[src/rtl/teclado_ps2_if.sv]
// Consumer-side bus of the PS/2 keyboard receiver: scancode FIFO head, pop request and event pulses.
interface teclado_ps2_if;
  logic       rd_en;
  logic [7:0] dado;
  logic       break_flag;
  logic       extended;
  logic       valid;
  logic       erro;
  logic       overflow;

  // Handshake: the consumer pops the head entry by holding rd_en=1 at a rising Clock edge
  // while valid=1. rd_en is ignored while valid=0. dado/break_flag/extended are only
  // meaningful while valid=1 and read as 0 otherwise. erro and overflow are single-cycle
  // pulses that need no acknowledge.
  modport master (output rd_en, input dado, break_flag, extended, valid, erro, overflow);
  modport slave  (input rd_en, output dado, break_flag, extended, valid, erro, overflow);
endinterface

[src/rtl/teclado_ps2.sv]
// PS/2 keyboard receiver: synchronizer, glitch filter, frame FSM with timeout,
// E0/F0 prefix folding and a show-ahead scancode FIFO.
module teclado_ps2 #(
  parameter int FILTER_LEN  = 8,
  parameter int TIMEOUT_CYC = 50000,
  parameter int FIFO_DEPTH  = 4
) (
  input  logic          Clock,
  input  logic          Reset_n,
  input  logic          ps2_clk,
  input  logic          ps2_data,
  teclado_ps2_if.slave  kbd,
  output logic [1:0]    state_dbg
);

  localparam int FW = $clog2(FILTER_LEN + 1);
  localparam int TW = $clog2(TIMEOUT_CYC + 1);
  localparam int AW = $clog2(FIFO_DEPTH);
  localparam int CW = AW + 1;

  typedef enum logic [1:0] {IDLE = 2'd0, DATA = 2'd1, PARITY = 2'd2, STOP = 2'd3} state_t;

  logic          clk_s1_q, clk_s1_d, clk_s2_q, clk_s2_d;
  logic          dat_s1_q, dat_s1_d, dat_s2_q, dat_s2_d;
  logic          filt_q, filt_d, filt_prev_q, filt_prev_d;
  logic [FW-1:0] filt_cnt_q, filt_cnt_d;
  logic          strobe;

  state_t        state_q, state_d;
  logic [2:0]    bit_cnt_q, bit_cnt_d;
  logic [7:0]    shift_q, shift_d;
  logic          par_q, par_d;
  logic [TW-1:0] to_cnt_q, to_cnt_d;
  logic          timeout_hit, frame_ok;
  logic          ext_q, ext_d, brk_q, brk_d;
  logic          erro_q, erro_d;
  logic          push_q, push_d;
  logic [9:0]    push_data_q, push_data_d;

  logic [9:0]    mem_q [FIFO_DEPTH];
  logic [9:0]    mem_d [FIFO_DEPTH];
  logic [AW-1:0] wr_ptr_q, wr_ptr_d, rd_ptr_q, rd_ptr_d;
  logic [CW-1:0] count_q, count_d;
  logic          overflow_q, overflow_d;
  logic          pop, full, wr_en;
  logic [9:0]    head;

  // Two-flop synchronizers, then a counter that lets the filtered clock follow only a stable level.
  always_comb begin
    clk_s1_d    = ps2_clk;
    clk_s2_d    = clk_s1_q;
    dat_s1_d    = ps2_data;
    dat_s2_d    = dat_s1_q;
    filt_d      = filt_q;
    filt_cnt_d  = '0;
    filt_prev_d = filt_q;
    if (clk_s2_q != filt_q) begin
      if (filt_cnt_q == FW'(FILTER_LEN - 1)) filt_d = clk_s2_q;
      else                                   filt_cnt_d = filt_cnt_q + 1'b1;
    end
  end

  assign strobe = filt_prev_q & ~filt_q;

  // Synchronizer and filter registers; the idle PS/2 bus level is 1.
  always_ff @(posedge Clock or negedge Reset_n) begin
    if (!Reset_n) begin
      clk_s1_q    <= 1'b1;
      clk_s2_q    <= 1'b1;
      dat_s1_q    <= 1'b1;
      dat_s2_q    <= 1'b1;
      filt_q      <= 1'b1;
      filt_prev_q <= 1'b1;
      filt_cnt_q  <= '0;
    end else begin
      clk_s1_q    <= clk_s1_d;
      clk_s2_q    <= clk_s2_d;
      dat_s1_q    <= dat_s1_d;
      dat_s2_q    <= dat_s2_d;
      filt_q      <= filt_d;
      filt_prev_q <= filt_prev_d;
      filt_cnt_q  <= filt_cnt_d;
    end
  end

  // A strobe always wins over the timeout in the same cycle.
  assign timeout_hit = (state_q != IDLE) && !strobe && (to_cnt_q == TW'(TIMEOUT_CYC - 1));
  assign frame_ok    = (^{par_q, shift_q}) && dat_s2_q;

  // Frame FSM state register.
  always_ff @(posedge Clock or negedge Reset_n) begin
    if (!Reset_n) state_q <= IDLE;
    else          state_q <= state_d;
  end

  // Frame FSM next state: advance on strobes, abort to IDLE on timeout.
  always_comb begin
    state_d = state_q;
    if (strobe) begin
      case (state_q)
        IDLE:    if (!dat_s2_q) state_d = DATA;
        DATA:    if (bit_cnt_q == 3'd7) state_d = PARITY;
        PARITY:  state_d = STOP;
        STOP:    state_d = IDLE;
        default: state_d = IDLE;
      endcase
    end else if (timeout_hit) begin
      state_d = IDLE;
    end
  end

  // Frame datapath: bit shifting, timeout counting, frame evaluation and prefix folding.
  always_comb begin
    bit_cnt_d   = bit_cnt_q;
    shift_d     = shift_q;
    par_d       = par_q;
    ext_d       = ext_q;
    brk_d       = brk_q;
    erro_d      = 1'b0;
    push_d      = 1'b0;
    push_data_d = push_data_q;

    if (state_q == IDLE || strobe || timeout_hit) to_cnt_d = '0;
    else                                          to_cnt_d = to_cnt_q + 1'b1;

    if (strobe) begin
      case (state_q)
        IDLE:   bit_cnt_d = '0;
        DATA: begin
          shift_d   = {dat_s2_q, shift_q[7:1]};
          bit_cnt_d = bit_cnt_q + 1'b1;
        end
        PARITY: par_d = dat_s2_q;
        STOP: begin
          if (!frame_ok) begin
            erro_d = 1'b1;
            ext_d  = 1'b0;
            brk_d  = 1'b0;
          end else if (shift_q == 8'hE0) begin
            ext_d = 1'b1;
          end else if (shift_q == 8'hF0) begin
            brk_d = 1'b1;
          end else begin
            push_d      = 1'b1;
            push_data_d = {ext_q, brk_q, shift_q};
            ext_d       = 1'b0;
            brk_d       = 1'b0;
          end
        end
        default: ;
      endcase
    end

    if (timeout_hit) begin
      erro_d = 1'b1;
      ext_d  = 1'b0;
      brk_d  = 1'b0;
    end
  end

  // Frame datapath registers; push_q stages a completed entry for the FIFO write one edge later.
  always_ff @(posedge Clock or negedge Reset_n) begin
    if (!Reset_n) begin
      bit_cnt_q   <= '0;
      shift_q     <= '0;
      par_q       <= 1'b0;
      to_cnt_q    <= '0;
      ext_q       <= 1'b0;
      brk_q       <= 1'b0;
      erro_q      <= 1'b0;
      push_q      <= 1'b0;
      push_data_q <= '0;
    end else begin
      bit_cnt_q   <= bit_cnt_d;
      shift_q     <= shift_d;
      par_q       <= par_d;
      to_cnt_q    <= to_cnt_d;
      ext_q       <= ext_d;
      brk_q       <= brk_d;
      erro_q      <= erro_d;
      push_q      <= push_d;
      push_data_q <= push_data_d;
    end
  end

  // FIFO control: a pop frees a slot for a push in the same cycle, otherwise a full push is dropped.
  always_comb begin
    pop        = kbd.rd_en && (count_q != '0);
    full       = (count_q == CW'(FIFO_DEPTH));
    wr_en      = push_q && (!full || pop);
    overflow_d = push_q && full && !pop;
    mem_d      = mem_q;
    if (wr_en) mem_d[wr_ptr_q] = push_data_q;
    wr_ptr_d   = wr_en ? wr_ptr_q + 1'b1 : wr_ptr_q;
    rd_ptr_d   = pop   ? rd_ptr_q + 1'b1 : rd_ptr_q;
    count_d    = count_q + CW'(wr_en) - CW'(pop);
  end

  // FIFO storage and pointers.
  always_ff @(posedge Clock or negedge Reset_n) begin
    if (!Reset_n) begin
      mem_q      <= '{default: '0};
      wr_ptr_q   <= '0;
      rd_ptr_q   <= '0;
      count_q    <= '0;
      overflow_q <= 1'b0;
    end else begin
      mem_q      <= mem_d;
      wr_ptr_q   <= wr_ptr_d;
      rd_ptr_q   <= rd_ptr_d;
      count_q    <= count_d;
      overflow_q <= overflow_d;
    end
  end

  // Show-ahead outputs: head entry straight from storage, forced to 0 while empty.
  always_comb begin
    head           = mem_q[rd_ptr_q];
    kbd.valid      = (count_q != '0);
    kbd.dado       = kbd.valid ? head[7:0] : 8'h00;
    kbd.break_flag = kbd.valid & head[8];
    kbd.extended   = kbd.valid & head[9];
    kbd.erro       = erro_q;
    kbd.overflow   = overflow_q;
    state_dbg      = state_q;
  end

endmodule

[src/flat_wrapper.sv]
// flat-port wrapper written by rule: the top's interface ports become plain ports
module teclado_ps2_flat 
#(
  parameter int FILTER_LEN  = 8,
  parameter int TIMEOUT_CYC = 50000,
  parameter int FIFO_DEPTH  = 4
)
  (Clock, Reset_n, ps2_clk, ps2_data, state_dbg, kbd_rd_en, kbd_dado, kbd_break_flag, kbd_extended, kbd_valid, kbd_erro, kbd_overflow);
  teclado_ps2_if kbd_i ();
  input  logic Clock;
  input  logic Reset_n;
  input  logic ps2_clk;
  input  logic ps2_data;
  output logic [1:0] state_dbg;
  input wire logic [$bits(kbd_i.rd_en)-1:0] kbd_rd_en;
  output wire logic [$bits(kbd_i.dado)-1:0] kbd_dado;
  output wire logic [$bits(kbd_i.break_flag)-1:0] kbd_break_flag;
  output wire logic [$bits(kbd_i.extended)-1:0] kbd_extended;
  output wire logic [$bits(kbd_i.valid)-1:0] kbd_valid;
  output wire logic [$bits(kbd_i.erro)-1:0] kbd_erro;
  output wire logic [$bits(kbd_i.overflow)-1:0] kbd_overflow;
  assign kbd_i.rd_en = kbd_rd_en;
  assign kbd_dado = kbd_i.dado;
  assign kbd_break_flag = kbd_i.break_flag;
  assign kbd_extended = kbd_i.extended;
  assign kbd_valid = kbd_i.valid;
  assign kbd_erro = kbd_i.erro;
  assign kbd_overflow = kbd_i.overflow;
  teclado_ps2 #(.FILTER_LEN(FILTER_LEN), .TIMEOUT_CYC(TIMEOUT_CYC), .FIFO_DEPTH(FIFO_DEPTH)) u_core (.Clock(Clock), .Reset_n(Reset_n), .ps2_clk(ps2_clk), .ps2_data(ps2_data), .kbd(kbd_i), .state_dbg(state_dbg));
endmodule
[config.mk]
export PLATFORM = sky130hd
export DESIGN_NAME = teclado_ps2_flat
export DESIGN_NICKNAME = d
export VERILOG_FILES = /design/src/rtl/teclado_ps2_if.sv /design/src/rtl/teclado_ps2.sv /design/src/flat_wrapper.sv
export SDC_FILE = /design/constraint.sdc
export NUM_CORES = 1
export LEC_CHECK = 0
export ABC_CLOCK_PERIOD_IN_PS = 2200
export BUFFER_PORTS_ARGS = -buffer_cell sky130_fd_sc_hd__buf_2
export CELL_PAD_IN_SITES_DETAIL_PLACEMENT = 1
export CELL_PAD_IN_SITES_GLOBAL_PLACEMENT = 2
export CORE_UTILIZATION = 41
export CTS_BUF_LIST = sky130_fd_sc_hd__clkbuf_8
export CTS_CLUSTER_SIZE = 28
export DETAILED_ROUTE_END_ITERATION = 7
export PLACE_DENSITY = 0.88
export SYNTH_ARGS = -nofsm -noshare
export SYNTH_HDL_FRONTEND = slang
export SYNTH_SLANG_ARGS = --single-unit
[constraint.sdc]
create_clock -name Clock -period 2.2 [get_ports Clock]
set_input_delay 0.22 -clock Clock [delete_from_list [all_inputs] [get_ports Clock]]
set_output_delay 0.22 -clock Clock [all_outputs]
set_load 0.02 [all_outputs]
Word level (Yosys, flattened, before mapping)
Index checks and enable logic that the tools add are counted.

operators by class
  add/sub/neg operators = 7
  $mul = 0
  div/mod/pow operators = 0
  order comparisons = 3
  eq/ne operators = 14
  shift operators = 0
  mux-type cells = 37
  bitwise logic cells = 8
  reductions and logical operators = 29

operators by type and width
  kind                                                              number
  40-bit bitwise mux                                                1
  10-bit two-way mux                                                3
  1-bit two-way mux                                                 21
  10-bit binary-select mux with 2-bit select                        1
  10-bit demux with 2-bit select                                    1
  16-bit by 1-bit adder with 16-bit output (second input constant)  1
  16-bit equality test (second input constant)                      1
  8-bit equality test (second input constant)                       2
  16-bit two-way mux                                                1
  3-bit AND reduction                                               3
  9-bit parity                                                      1
  1-bit logical AND                                                 8
  2-bit two-way mux                                                 4
  4-bit two-way mux                                                 2
  8-bit two-way mux                                                 1
  2-bit case mux with 4 select lines                                1
  2-bit AND reduction                                               4
  2-bit nonzero test                                                4
  3-bit equality test (second input constant)                       2
  3-bit >= comparator (second input constant)                       2
  3-bit != test (second input constant)                             2
  2-bit inverter with 3-bit output                                  2
  3-bit case mux with 2 select lines                                1
  5-bit AND reduction                                               1
  other kinds (18)                                                  28

word-level totals
  register bits after elaboration = 102
  latch bits = 0
  memory bits (writable) = 0
  bits in read-only memories = 0
  bits of input ports = 5
  output and inout bits = 15
  memories = 0

Logic depth before layout (Yosys ltp)
  depth after elaboration = 7
  mapped depth = 8
  gate-level depth less buffers = 8

Least setup slack after synthesis
OpenSTA, ideal clock, no wires.

  path kind = reg-to-reg
  start point = register u_core.count_q[0]
  end point = register u_core.count_q[2]
  setup time = 80 ps
  data arrival time = 2,094 ps
  required time = 2,120 ps
  slack = 26 ps
  cell stages (with the launch flop) = 9
  buffers on the path = 0
  period minus slack after synthesis = 2,174 ps
  cell sequence = dfrtp_1 > or3_1 > and2_1 > ha_1 > inv_1 > ha_1 > fa_1 > xnor2_1 > xnor2_1

between the ends
  cells in the longest elaborated chain, start to end = 6

ends and longest elaborated chain
  what                                             RTL line            source
  start: declaration                               teclado_ps2.sv:43   logic [CW-1:0] count_q, count_d;
  start signal: assignment                         teclado_ps2.sv:211  count_q <= count_d;
  3-bit nonzero test (*)                           teclado_ps2.sv:188  pop = kbd.rd_en && (count_q != '0);
  1-bit logical AND (*)                            teclado_ps2.sv:188
  named net u_core.pop                             teclado_ps2.sv:45   logic pop, full, wr_en;
  1-bit logical OR                                 teclado_ps2.sv:190  wr_en = push_q && (!full || pop);
  1-bit logical AND                                teclado_ps2.sv:190
  3-bit by 1-bit adder with 3-bit output           teclado_ps2.sv:196  count_d = count_q + CW'(wr_en) - CW'(pop);
  3-bit by 1-bit subtractor with 3-bit output (*)  teclado_ps2.sv:196
  named net u_core.count_d[2]                      teclado_ps2.sv:43

Mark *: on every way through the listed nets, which the timed path passes. The rest lies on a longest branch.
A chain may end at the register's enable or synchronous reset.

Final worst setup path
  start point = register u_core.count_q[1]
  end point = register u_core.count_q[2]

Same word-level chain as after synthesis.

==> results summary <==
The H-tree depth came out at 3. The post-synthesis instance area is 4660 um2. The sequential cell fraction of total power is 50.6%. The sort of element at the end of the critical path is a register. The clock power share came out at 26.6%. The detailed-route vias per instance came out at 5.25. The count of port buffers added during placement came out at 19. Global routing finished with a remaining overflow of 0. The relative slew slack is 57.3%.

The TritonCTS clock tree is built. The post-route cell area is 5340 um2. The startpoint identified for the worst register-to-register timing path is u_core.count_q[1]$_DFF_PN0_.

In the final design database the tool counted 422 nets. The share of the clock period used by the worst path came out at 98.4%. The initial antenna violation count is 0. The overall die height is 109 um. Yosys printed 0 warnings. The number of hold violations in the final report is 0. Detailed placement ended at an HPWL of 6.34 mm. Summed over all cells, the static leakage comes to 2.56 nW. In the final routed layout, each cell accounts on average for 16.6 um. The placeable core region came out at 10900 um2. Counting distinct cell types in the post-synthesis netlist gives 45. The hold slack came out at 0.197 ns. The first global-routing pass estimated 15.6 mm of wire. The flip-flop and latch count after synthesis came out at 102.

Global routing used 17.4% of the available tracks. The post-synthesis cell count is 355. The most instantiated flip-flop cell in the synthesis netlist is sky130_fd_sc_hd__dfrtp_1.

The via count of the first global-routing pass came out at 3069. The achievable frequency is 0.462 GHz. The number of nets in the synthesized netlist came out at 381. The clock slew seen by the registers of the worst setup and hold paths is 0.10 ns.

STA puts the critical path data required time at 2.49 ns. The share of post-route cells with drive strength above 1 came out at 33.9%. Once the floorplan was initialized, standard cells occupied 42.6% of the core.

The number of sinks on the clock net is 102. The async set-reset flop share out of synthesis is 100%. The sequential cell area fraction in the yosys report is 54.9%. The number of antenna cells inserted is 0. The leading cell type in the layout, fill and taps excluded is sky130_fd_sc_hd__dfrtp_1. STA classifies the critical path startpoint as a register. The slowest stage of the critical path belongs to the cell sky130_fd_sc_hd__dfrtp_1. The DRC violation count after routing came out at 0. The remaining antenna violation count after routing came out at 0.

The worst hold path belongs to the class in -> reg. Combinational logic burns 22.8% of the power. Entering global routing, the biggest net connects 45 pins. In this run, synthesis inferred 0 flip-flops with an integrated enable. Counting the buffers created by CTS gives 9.

The total wire length after detailed routing is 9.00 mm. The detailed router finished its first iteration with 100 violations. The power density over the cells came out at 817 nW/um2. Of all nets on the critical path, the largest fanout is 3. The share of the core filled with cells came out at 48.8%. The delay of the slowest cell on the worst path is 0.41 ns. The count of endpoints failing setup in the final report is 0. The floorplan step defined a die boundary enclosing 11800 um2. The instance area at placement came out at 5070 um2. The startpoint-to-endpoint class of the critical path is reg -> reg. The flow ran to the end, and the final reports show no timing, DRC or antenna violations. The max-slew violation total from the final report came out at 0. The width of the chip came out at 109 um. 20 I/O pins were placed.

The congestion estimate from routability-driven global placement came to 0.753. The maximum number of buffers from clock root to sink is 2. The worst path meets setup with 0.0345 ns of slack. The data arrival time of the critical path is 2.46 ns. Compared with the post-synthesis result, the final layout area differs by 14.5%. The setup clock skew after layout came out at 0.0147 ns. The max capacitance violation total is 0. In this run the power spent charging and discharging nets is 1.41 mW. The number of iterations in the first detailed-routing pass came out at 4. The proportion of total power due to net switching is 32.4%.

The internal power of the cells totals 2.95 mW. For the pin with the worst max-slew slack, the measured transition is 0.635 ns. The critical path goes through or3_4 > and2_4 > ha_4 > inv_1 > ha_2 > fa_2 > xnor2_2 > xnor2_1. The root buffer cell is sky130_fd_sc_hd__clkbuf_8. At the placement stage, the worst setup path has a slack of -0.0454 ns. The smallest clock period supported by the final layout is computed as 2.17 ns. The maximum vdd drop came out at 0.610 mV. The final route contains 2841 vias. Tracing the worst setup path back leads to its startpoint at u_core.count_q[1]$_DFF_PN0_. In the layout the commonest cells are sky130_fd_sc_hd__dfrtp_1 (96), sky130_fd_sc_hd__mux2_2 (56), sky130_fd_sc_hd__nand2_1 (23). The per-instance average area after synthesis is 13.1 um2. The number of placement rows is 38.

The fill cell instance count of the final layout is 1134. In this run the most critical hold path is launched from kbd_rd_en. The clock insertion delay at the later pin of the skew report came out at 0.38 ns.
==> path summary, 6_finish.rpt <==
kind / to / slack [ns] / cells after the start
min reg2reg: u_core.clk_s2_q$_DFF_PN1_ / 0.36 / 0
max in group asynchronous: u_core.to_cnt_q[1]$_DFF_PN0_ / 1.09 / 3
min in group asynchronous: u_core.mem_q[0]$_DFFE_PN0P_ / 0.36 / 2
min: u_core.kbd.overflow$_DFF_PN0_ / 0.20 / 3
max: u_core.count_q[2]$_DFF_PN0_ / 0.03 / 8
max reg2reg: u_core.count_q[2]$_DFF_PN0_ / 0.03 / 8
==> repair_timing <==
item | CTS | global route
pin swaps | 1 | 5
hold buffers | 3 | 0
hold endpoints to repair | 44 | 0
endpoints found under the setup margin | 1 | 1
buffers inserted | 0 | 1
gates resized for setup | 3 | 4
==> kinds of logic after synthesis <==
logic type / synth area share (%)
flops: 54.9
simple gates: 11.4
mux: 18.4
buf+inv: 2.15
compound gates: 3.12
xor+xnor: 4.24
fa+ha+maj: 5.80
==> Yosys cell counts, types with 2 or more instances <==
master	number	share of area (%)
sky130_fd_sc_hd__inv_1	17	1.4
sky130_fd_sc_hd__o21ai_0	10	1.1
sky130_fd_sc_hd__a21oi_1	6	0.64
sky130_fd_sc_hd__buf_2	2	0.21
sky130_fd_sc_hd__mux4_2	10	4.8
sky130_fd_sc_hd__clkbuf_1	5	0.40
sky130_fd_sc_hd__nand4_1	4	0.54
sky130_fd_sc_hd__nor2_1	17	1.4
sky130_fd_sc_hd__nand3_1	5	0.54
sky130_fd_sc_hd__or3_1	2	0.27
sky130_fd_sc_hd__nor2b_1	3	0.40
sky130_fd_sc_hd__nand2_1	23	1.9
sky130_fd_sc_hd__xor2_1	4	0.75
sky130_fd_sc_hd__xnor2_1	16	3.0
sky130_fd_sc_hd__nor3_1	5	0.54
sky130_fd_sc_hd__or4_1	2	0.32
sky130_fd_sc_hd__dfstp_2	6	3.4
sky130_fd_sc_hd__ha_1	20	5.4
sky130_fd_sc_hd__and2_1	14	1.9
sky130_fd_sc_hd__a32o_1	2	0.43
sky130_fd_sc_hd__nor4_1	3	0.40
sky130_fd_sc_hd__dfrtp_1	96	52
sky130_fd_sc_hd__and3_1	3	0.40
sky130_fd_sc_hd__mux2_2	56	14
sky130_fd_sc_hd__nand2_2	2	0.27
sky130_fd_sc_hd__o31ai_1	3	0.48
==> cell type report <==
type | instances | area (um2) | share of cell area [%]
sequential | 102 | 2560 | 48.0
inverter | 17 | 63.8 | 1.20
timing repair buffer | 38 | 310 | 5.81
tap | 140 | 175 | 3.28
multi-input combinational | 228 | 2040 | 38.2
clock buffer | 9 | 124 | 2.32
clock inverter | 7 | 65.1 | 1.22
==> power groups by stage <==
stage	Combinational, mW	Sequential, mW	Clock [mW]
after floorplan	0.649	2.19	0
after global placement	0.885	2.23	0
after detailed placement	0.938	2.24	0
after CTS	0.961	2.21	1.20
after global routing	1.11	2.23	1.28
final	0.995	2.21	1.16
==> sequential cells by signal, indices dropped and copies added, names as in the netlist <==
| name | flops |
|---|---|
| u_core.bit_cnt_q | 3 |
| u_core.rd_ptr_q | 2 |
| u_core.dat_s2_q | 1 |
| u_core.shift_q | 8 |
| u_core.filt_cnt_q | 4 |
| u_core.state_dbg | 2 |
| u_core.filt_prev_d | 1 |
| u_core.push_data_q | 10 |
| u_core.par_q | 1 |
| u_core.to_cnt_q | 16 |
| u_core.push_q | 1 |
| u_core.kbd.erro | 1 |
| u_core.brk_q | 1 |
| u_core.ext_q | 1 |
| u_core.kbd.overflow | 1 |
| u_core.dat_s1_q | 1 |
| u_core.wr_ptr_q | 2 |
| u_core.clk_s1_q | 1 |
| u_core.mem_q | 40 |
| u_core.clk_s2_q | 1 |
| u_core.count_q | 3 |
| u_core.filt_prev_q | 1 |
==> metrics by stage <==
step / instances / TNS (ns) / total power, mW
after global routing: 541 / -0.00302 / 4.62
final: 541 / 0 / 4.36
after detailed placement: 521 / -0.0454 / 3.18
after CTS: 540 / 0 / 4.37
after floorplan: 355 / 0 / 2.84
after global placement: 521 / 0 / 3.11
==> critical path: cells and delay by family (launching register included) <==
family        cells  cell delay, ns
buf+inv           1            0.04
fa+ha+maj         3            0.79
flops             1            0.41
xor+xnor          2            0.32
simple gates      2            0.54
==> layer usage <==
metal,wire [um],track usage (%),vias to the layer above
met2,4540,28.7,28
met4,99,5.50,0
met3,236,3.25,8
met1,4120,23.2,1467
li1,-,-,1338
met5,0,0,-
Note: power is estimated with default switching activity, not from simulation.
